<file path="config.mk">
export PLATFORM = sky130hd
export DESIGN_NAME = branch_sequencer
export DESIGN_NICKNAME = d
export VERILOG_FILES = /design/src/rtl/branch_sequencer.sv
export SDC_FILE = /design/constraint.sdc
export NUM_CORES = 1
export LEC_CHECK = 0
export CAP_MARGIN = 30
export CORE_MARGIN = 2
export CORE_UTILIZATION = 41
export DETAILED_ROUTE_END_ITERATION = 8
export DONT_BUFFER_PORTS = 1
export HOLD_SLACK_MARGIN = 0.08
export PLACE_DENSITY = 0.54
export SETUP_SLACK_MARGIN = 0.4
export SLEW_MARGIN = 20
export SYNTH_ARGS = -nofsm -noshare
export SYNTH_HDL_FRONTEND = slang
export SYNTH_SLANG_ARGS = --single-unit
export TNS_END_PERCENT = 100
</file>
<file path="constraint.sdc">
create_clock -name clk -period 1.5 [get_ports clk]
set_input_delay 0.075 -clock clk [delete_from_list [all_inputs] [get_ports clk]]
set_output_delay 0.075 -clock clk [all_outputs]
set_load 0.01 [all_outputs]
</file>
<file path="src/rtl/branch_sequencer.sv">
// ----------------------------------------------------------------------------
// branch_sequencer
//
// Control-flow sequencer sitting between the instruction decoder and the
// program counter. It accepts one decoded instruction at a time, turns it
// into a single-cycle PC command strobe, tracks return-stack occupancy and
// latches a sticky fault on illegal opcodes (and, optionally, on stack
// overflow/underflow).
//
// Optional feature macro: SEQ_STACK_GUARD_EN
//   defined   : depth is tracked; CALL at depth 32 faults with code 01 and
//               RET at depth 0 faults with code 10 (no command issued).
//   undefined : no depth tracking; depth reads 0; CALL/RET always issue.
//
// Ports
//   clk          in   1  system clock, rising edge
//   rst          in   1  asynchronous active-low reset
//   instr_valid  in   1  decoded instruction present
//   instr_ready  out  1  sequencer can accept (only in RUN)
//   op           in   3  000 NOP, 001 JMP, 010 JCOND, 011 CALL, 100 RET,
//                        101 HALT, 110/111 illegal
//   cond         in   2  JCOND condition: 00 always, 01 Z, 10 C, 11 not Z
//   target       in   8  jump/call destination
//   flag_z       in   1  ALU zero flag, sampled at acceptance
//   flag_c       in   1  ALU carry flag, sampled at acceptance
//   resume       in   1  leave HALT
//   pc_cmd_valid out  1  one-cycle PC command strobe
//   pc_mode      out  2  00 step, 01 load, 10 pop, 11 push-and-load
//   pc_data      out  8  load/call address (holds between commands)
//   depth        out  6  return-stack occupancy 0..32
//   fault        out  1  sticky fault flag
//   fault_code   out  2  00 none, 01 overflow, 10 underflow, 11 illegal op
// ----------------------------------------------------------------------------
module branch_sequencer (
    input  logic       clk,
    input  logic       rst,
    input  logic       instr_valid,
    output logic       instr_ready,
    input  logic [2:0] op,
    input  logic [1:0] cond,
    input  logic [7:0] target,
    input  logic       flag_z,
    input  logic       flag_c,
    input  logic       resume,
    output logic       pc_cmd_valid,
    output logic [1:0] pc_mode,
    output logic [7:0] pc_data,
    output logic [5:0] depth,
    output logic       fault,
    output logic [1:0] fault_code
);

    localparam logic [2:0] OpNop   = 3'b000;
    localparam logic [2:0] OpJmp   = 3'b001;
    localparam logic [2:0] OpJcond = 3'b010;
    localparam logic [2:0] OpCall  = 3'b011;
    localparam logic [2:0] OpRet   = 3'b100;
    localparam logic [2:0] OpHalt  = 3'b101;

    localparam logic [1:0] ModeStep     = 2'b00;
    localparam logic [1:0] ModeLoad     = 2'b01;
    localparam logic [1:0] ModePop      = 2'b10;
    localparam logic [1:0] ModePushLoad = 2'b11;

    localparam logic [1:0] FaultNone      = 2'b00;
    localparam logic [1:0] FaultOverflow  = 2'b01;
    localparam logic [1:0] FaultUnderflow = 2'b10;
    localparam logic [1:0] FaultIllegal   = 2'b11;

    typedef enum logic [1:0] {
        StRun   = 2'b00,
        StIssue = 2'b01,
        StHalt  = 2'b10,
        StFault = 2'b11
    } state_e;

    state_e state_q;
    logic   accept;
    logic   cond_taken;
    logic   stack_full;
    logic   stack_empty;

    assign instr_ready = (state_q == StRun);
    assign accept      = instr_valid & instr_ready;

    // The branch decision is taken from the flags present on the accepting
    // edge and frozen into pc_mode, so later flag movement cannot alter it.
    always_comb begin
        cond_taken = 1'b0;
        unique case (cond)
            2'b00: cond_taken = 1'b1;
            2'b01: cond_taken = flag_z;
            2'b10: cond_taken = flag_c;
            2'b11: cond_taken = ~flag_z;
        endcase
    end

`ifdef SEQ_STACK_GUARD_EN
    localparam logic [5:0] DepthMax = 6'd32;

    logic [5:0] depth_q;

    assign stack_full  = (depth_q == DepthMax);
    assign stack_empty = (depth_q == 6'd0);
    assign depth       = depth_q;

    // Occupancy moves on the edge that leaves ISSUE, using the command that
    // was actually strobed.
    always_ff @(posedge clk or negedge rst) begin
        if (!rst) begin
            depth_q <= 6'd0;
        end else if (state_q == StIssue) begin
            if (pc_mode == ModePushLoad) begin
                depth_q <= depth_q + 6'd1;
            end else if (pc_mode == ModePop) begin
                depth_q <= depth_q - 6'd1;
            end
        end
    end
`else
    assign stack_full  = 1'b0;
    assign stack_empty = 1'b0;
    assign depth       = 6'd0;
`endif

    always_ff @(posedge clk or negedge rst) begin
        if (!rst) begin
            state_q      <= StRun;
            pc_cmd_valid <= 1'b0;
            pc_mode      <= ModeStep;
            pc_data      <= 8'h00;
            fault        <= 1'b0;
            fault_code   <= FaultNone;
        end else begin
            unique case (state_q)
                StRun: begin
                    if (accept) begin
                        if (op == OpHalt) begin
                            state_q <= StHalt;
                        end else if (op > OpHalt) begin
                            state_q    <= StFault;
                            fault      <= 1'b1;
                            fault_code <= FaultIllegal;
                        end else if ((op == OpCall) && stack_full) begin
                            state_q    <= StFault;
                            fault      <= 1'b1;
                            fault_code <= FaultOverflow;
                        end else if ((op == OpRet) && stack_empty) begin
                            state_q    <= StFault;
                            fault      <= 1'b1;
                            fault_code <= FaultUnderflow;
                        end else begin
                            // Command registered here appears during ISSUE.
                            state_q      <= StIssue;
                            pc_cmd_valid <= 1'b1;
                            case (op)
                                OpJmp: begin
                                    pc_mode <= ModeLoad;
                                    pc_data <= target;
                                end
                                OpJcond: begin
                                    if (cond_taken) begin
                                        pc_mode <= ModeLoad;
                                        pc_data <= target;
                                    end else begin
                                        pc_mode <= ModeStep;
                                    end
                                end
                                OpCall: begin
                                    pc_mode <= ModePushLoad;
                                    pc_data <= target;
                                end
                                OpRet: begin
                                    pc_mode <= ModePop;
                                end
                                default: begin
                                    pc_mode <= ModeStep;
                                end
                            endcase
                        end
                    end
                end
                StIssue: begin
                    // pc_data is deliberately left holding the last address.
                    state_q      <= StRun;
                    pc_cmd_valid <= 1'b0;
                    pc_mode      <= ModeStep;
                end
                StHalt: begin
                    if (resume) begin
                        state_q <= StRun;
                    end
                end
                StFault: begin
                    state_q <= StFault;
                end
            endcase
        end
    end

endmodule

</file>
==> results.py, run 1 <==
metrics = {
    "setup_path": {
        "endpoint_kind": "flop",
        "reg2reg_from": "state_q[0]$_DFFE_PN0P_",
        "critPathLaunchType": "flop",
        "reg2reg_depth": 3,
        "rr_endpoint": "pc_data[0]$_DFFE_PN0P_",
        "crit_end": "pc_data[0]$_DFFE_PN0P_",
        "rrSetupSlack_ps": 290,
        "crit_start": "state_q[0]$_DFFE_PN0P_",
        "crit_required_ps": 1660,
        "critical_path.max_fanout": 5,
        "worstPathArrival_ps": 1370,
        "crit_type": "flop to flop",
    },
    "placement": {
        "post-place-ws_ps": 208,
        "dp_cells": 75,
        "dpl_cell_area_um2": 671,
        "routabilityCongestion": 0.695,
        "hpwl_um": 977,
        "place.port_buffers": 0,
    },
    "synthesis": {
        "netlist_area_um2": 689,
        "yosysUniqueCellTypes": 17,
        "synth_seq_cells": 14,
        "synth_edf_count": 0,
        "ys_seq_area_share_pct": 50.8,
        "synth_cells": 62,
        "synth_async_sr_flop_share_pct": 100,
        "ys.flop_type": "dfrtp_1",
        "avgSynthCellArea_um2": 11.1,
        "synth_top_area_share_pct": 50.8,
        "synth_top_area_cell": "dfrtp_1",
        "yosysWarnings": 0,
        "synthTopCellsByArea": "dfrtp_1, mux2_2, buf_4, o2111ai_4, nor2_1",
    },
    "global_routing": {
        "grt_usage_pct": 17.5,
        "grt_pass1_wl_mm": 2.45,
        "gr-total-overflow": 0,
        "grt_max_degree": 15,
        "grt_pass1_vias": 528,
        "antenna_found_initial": 0,
    },
    "floorplanning": {
        "die-area_um2": 2030,
        "rows": 14,
        "io_pins": 40,
        "start_util_pct": 44.7,
        "chipWidth_um": 45.0,
        "die_h_um": 45.0,
        "core_area_um2": 1540,
    },
    "route": {
        "drt_iter0_drc": 9,
        "drc": 0,
        "dr.pass1.iters": 3,
        "wirelength_mm": 1.60,
        "drtAntennaViolNets": 0,
        "routedWlPerCell_um": 16.1,
        "viasPerCell": 5.34,
        "dr_total_vias": 529,
    },
    "cells_and_area": {
        "nets": 103,
        "final_cells": 99,
        "antenna-diode-count": 0,
        "stdcell_area_um2": 945,
        "fillers": 138,
        "drive_gt1_share_pct": 31.3,
        "area_growth_pct": 37.0,
    },
    "clock_tree": {
        "numCtsBuffers": 3,
        "cts-root-buf": "clkbuf_4",
        "cts_tree": "yes",
        "clkTransAtPathRegs_ps": 80,
        "cts.sinks": 14,
        "clk_latency_ps": 270,
        "clockBufferDepth": 2,
        "htreeDepth": 1,
    },
    "pwr": {
        "peakVddDrop_uv": 974,
        "power.leakage_uw": 0.000408,
        "power.density_nw_per_um2": 1630,
    },
    "sta": {
        "fin_ws_ps": 293,
        "skew_ps": 0.588,
        "setup_tns_ps": 0,
        "rsz0062_at_grt": "true",
        "setup_viol": 0,
        "hold_ws_ps": 123,
        "tightest_slew_ps": 629,
        "slew_violations": 0,
        "post-route-period-util_pct": 80.5,
        "maxSlewHeadroom_pct": 58.0,
        "hold_viol": 0,
        "timing.fmax_mhz": 828,
        "period_needed_ps": 1210,
    },
    "status": {
        "status": "finished, final reports clean",
    },
    "run": {
        "drv_cap": 0,
    },
    "worst_hold_path": {
        "hp-class": "input port to flop",
    },
}
==> state kept, by name, summed over array words and instances, names as in the netlist <==
name and cells:
pc_data 8, pc_mode 2, state_q 2, fault_code 1
pc_cmd_valid 1
==> area by class of cell <==
class | count | area [um^2] | area share (%)
timing repair buffer | 19 | 185 | 19.6
tap | 16 | 20.0 | 2.12
inverter | 3 | 13.8 | 1.46
sequential | 14 | 353 | 37.4
clock buffer | 4 | 36.3 | 3.84
multi-input combinational | 43 | 337 | 35.6
==> per-stage QoR <==
step | total power [uW] | utilization [%]
floorplan | 1050 | -
global route | 1630 | 61.3
CTS | 1500 | 59.2
finish | 1540 | 61.3
detailed placement | 1100 | 43.5
global placement | 1080 | 43.5
==> worst min path at each step <==
| stage | from | cells after the start | endpoint |
|---|---|---|---|
| finish | instr_valid | 2 | pc_data[1]$_DFFE_PN0P_ |
| global route | instr_valid | 2 | pc_data[5]$_DFFE_PN0P_ |
| CTS | instr_valid | 3 | pc_mode[1]$_DFFE_PN0P_ |
| detailed placement | rst | 0 | pc_cmd_valid$_DFFE_PN0P_ |
| global placement | rst | 0 | pc_data[4]$_DFFE_PN0P_ |
| floorplan | rst | 0 | fault_code[0]$_DFFE_PN0P_ |
==> worst max-delay path, cell delays in order (launching register included) <==
cell and delay, ps:
dfrtp_2 430, nor2_4 150, o2111ai_4 190, mux2_2 330
==> cells in the mapped netlist (2+ instances only) <==
cell type  instances
nor2_1             6
nand2_1            5
mux2_2             8
dfrtp_1           14
o21ai_0            4
inv_1              3
a31oi_1            2
buf_4              8
a21oi_1            4
==> placed cells by master (no fill, tap or decap), drive strengths merged <==
cell	Yosys	layout
nand2b	2	2
dlymetal6s4s	0	1
conb	1	6
o21ai	4	4
nor2	6	6
dlygate4sd3	0	15
dfrtp	14	14
inv	3	3
buf	8	3
a31oi	2	2
clkbuf	0	4
nor3b	1	1
mux2	8	8
a21oi	4	4
o22ai	1	1
a41o	1	1
o2111ai	1	2
nand2	5	5
a31o	1	1
==> metal layers <==
layer  up-vias  track usage [%]  routed length (um)
met5         -                0                   0
met4         0             8.82                  10
met3         2             4.00                 103
met2        24             30.6                 864
met1       257             19.8                 620
li1        246                -                   -
==> timing repair <==
| action | in CTS | in global routing |
|---|---|---|
| cloned | 1 | 0 |
| setup endpoints to repair | 10 | 11 |
| resized for setup | 6 | 5 |
| hold buffers | 15 | 1 |
| endpoints found under the hold margin | 28 | 1 |
| pin swaps | 3 | 3 |
| setup buffers | 2 | 1 |
==> power breakdown <==
part	internal (uW)	total [uW]	switching, uW
Sequential	564	798	235
Combinational	250	474	223
Clock	147	267	119
==> logic make-up after synthesis <==
family	synth area share (%)
other	0.544
muxes	13.1
DFF	50.8
and+or+nand+nor	9.98
buffers and inverters	10.3
AOI/OAI and AO/OA	15.2
No activity file was read; power rests on OpenSTA's default activity.
==> inputs of run 2 (changes only) <==
--- a/config.mk
+++ b/config.mk
@@ -11,7 +11,7 @@
 export DETAILED_ROUTE_END_ITERATION = 8
 export DONT_BUFFER_PORTS = 1
 export HOLD_SLACK_MARGIN = 0.08
-export PLACE_DENSITY = 0.54
+export PLACE_DENSITY = 0.56
 export SETUP_SLACK_MARGIN = 0.4
 export SLEW_MARGIN = 20
 export SYNTH_ARGS = -nofsm -noshare
==> constraint.sdc (replaced) <==
create_clock -name clk -period 1 [get_ports clk]
set_input_delay 0.05 -clock clk [delete_from_list [all_inputs] [get_ports clk]]
set_output_delay 0.05 -clock clk [all_outputs]
set_load 0.01 [all_outputs]
==> run 2 against run 1 <==
Global-route usage fell by 2.8 points. Cell area decreased by 7.4%. The run now ends with negative hold slack, negative setup slack left. Highest routed layer unchanged. Wire length decreased by 13%. Clock skew about the same.
==> results.py, run 2 (synthesis results as in run 1) <==
metrics = {
    "status": {
        "status": "finished with violations",
        "violations": "negative hold slack, negative setup slack",
    },
    "cells_and_area": {
        "drive_gt1_share_pct": 48.0,
        "stdcell_area_um2": 875,
        "seq_area_um2": 353,
        "multi_input_area_um2": 333,
        "reg.largest.list": "pc_data x8, pc_mode x2, state_q x2",
        "largest_reg_flops": 8,
        "final_common_cell": "dfrtp_1",
        "nets": 95,
        "area_growth_pct": 26.9,
        "largest_register": "pc_data",
        "fillers": 135,
        "final_cell_mix": "dfrtp_1, mux2_2, conb_1, buf_4",
        "antenna-diode-count": 0,
    },
    "floorplanning": {
        "die-area_um2": 2030,
        "rows": 14,
        "die_h_um": 45.0,
        "core_area_um2": 1540,
        "chipWidth_um": 45.0,
        "start_util_pct": 44.7,
        "io_pins": 40,
    },
    "sta": {
        "period_needed_ps": 1210,
        "timing.fmax_mhz": 826,
        "maxSlewHeadroom_pct": 59.0,
        "fin_ws_ps": -211,
        "post-route-period-util_pct": 121,
        "setup_tns_ps": -1940,
        "slew_violations": 0,
        "setup_viol": 12,
        "tightest_slew_ps": 615,
        "rsz0062_at_grt": "true",
        "hold_viol": 26,
        "hold_ws_ps": -152,
        "skew_ps": 0.340,
    },
    "global_routing": {
        "grt_max_degree": 15,
        "grt_pass1_vias": 471,
        "gr-total-overflow": 0,
        "grt_use_met1_pct": 16.1,
        "antenna_found_initial": 0,
        "use_met3_pct": 4.40,
        "use_met2_pct": 24.9,
        "busiest_layer": "met2",
        "grt_usage_pct": 14.7,
        "grt_pass1_wl_mm": 2.06,
    },
    "setup_path": {
        "critical_path.max_fanout": 9,
        "worstPathArrival_ps": 1370,
        "rr_endpoint": "pc_data[0]$_DFFE_PN0P_",
        "worst_path_largest_cell_delay_ps": 400,
        "cp_top_family": "flip-flops",
        "rrSetupSlack_ps": -210,
        "path_cells": "nor2_2, o2111ai_4, buf_12, mux2_2",
        "crit_type": "flop to flop",
        "crit_required_ps": 1160,
        "reg2reg_depth": 4,
        "reg2reg_from": "state_q[0]$_DFFE_PN0P_",
        "slowest_stage": "dfrtp_1",
        "endpoint_kind": "flop",
        "critPathLaunchType": "flop",
        "crit_buf_inv": 1,
    },
    "clock_tree": {
        "cts.sinks": 14,
        "clockBufferDepth": 2,
        "htreeDepth": 1,
        "cts_tree": "yes",
        "cts-root-buf": "clkbuf_4",
        "cts_hold_buf": 2,
        "clk_latency_ps": 270,
        "clkTransAtPathRegs_ps": 80,
        "numCtsBuffers": 3,
    },
    "route": {
        "drtAntennaViolNets": 0,
        "dr.pass1.iters": 2,
        "routedWlPerCell_um": 15.3,
        "dr_total_vias": 488,
        "wirelength_mm": 1.39,
        "viasPerCell": 5.36,
        "drc": 0,
        "drt_iter0_drc": 2,
    },
    "pwr": {
        "power.share.sequential_pct": 45.9,
        "switching_share_pct": 35.7,
        "combPwrFrac_pct": 38.3,
        "pwr-share-clk_pct": 15.8,
        "p_int_uw": 1600,
        "switching_power_uw": 889,
        "peakVddDrop_uv": 1380,
        "power.density_nw_per_um2": 2850,
        "power.total_uw": 2490,
        "power.leakage_uw": 0.000396,
    },
    "placement": {
        "hpwl_mm": 1.01,
        "dpl_cell_area_um2": 747,
        "routabilityCongestion": 0.697,
        "post-place-ws_ps": -220,
        "place.port_buffers": 0,
    },
    "worst_hold_path": {
        "hp-class": "input port to asynchronous set/reset pin",
    },
    "run": {
        "drv_cap": 0,
    },
}
[run 2: power by group through the flow]
| stage | combinational [uW] | sequential (uW) | clock [uW] |
|---|---|---|---|
| after floorplan | 481 | 1130 | 0 |
| after global placement | 708 | 1130 | 0 |
| after detailed placement | 728 | 1140 | 0 |
| after CTS | 865 | 1140 | 416 |
| after global routing | 1030 | 1180 | 440 |
| final | 954 | 1140 | 392 |
[run 2: layer usage]
layer  wire length (um)  part of all wire [%]  up-vias
met5                  0                     0        -
li1                   -                     -      227
met2                752                    54       24
met3                122                   8.8        2
met1                507                    36      235
met4                  9                  0.65        0
[run 2: worst max-delay path by stage]
| stage | startpoint | slack (ps) | cells past startpoint | endpoint |
|---|---|---|---|---|
| 2_1_floorplan | flag_z | -180 | 4 | pc_data[0]$_DFFE_PN0P_ |
| 3_3_place_gp | flag_z | -210 | 5 | pc_data[4]$_DFFE_PN0P_ |
| 3_5_place_dp | flag_z | -220 | 5 | pc_data[0]$_DFFE_PN0P_ |
| 4_1_cts | state_q[0]$_DFFE_PN0P_ | -220 | 4 | pc_data[3]$_DFFE_PN0P_ |
| 5_1_grt | state_q[0]$_DFFE_PN0P_ | -270 | 4 | pc_data[0]$_DFFE_PN0P_ |
| 6_report | state_q[0]$_DFFE_PN0P_ | -210 | 4 | pc_data[0]$_DFFE_PN0P_ |
[run 2: cell type report]
| class | count | area share (%) |
|---|---|---|
| inverter | 3 | 1.29 |
| tap | 16 | 2.29 |
| multi-input combinational | 42 | 38.1 |
| sequential | 14 | 40.3 |
| clock buffer | 4 | 4.15 |
| timing repair buffer | 12 | 13.9 |
[run 2: through the flow]
step | hold WS, ps | cells | util (%)
after floorplan | -246 | 67 | -
after global placement | -245 | 83 | 48.5
after detailed placement | -245 | 83 | 48.5
after CTS | -91.4 | 90 | 54.5
after global routing | -115 | 91 | 56.7
final | -152 | 91 | 56.7
[run 2: what timing repair did]
item | CTS | global route
pin swaps | 0 | 1
gates resized for setup | 8 | 5
hold endpoints to repair | 28 | 28
buffers inserted | 1 | 1
setup endpoints to repair | 29 | 43
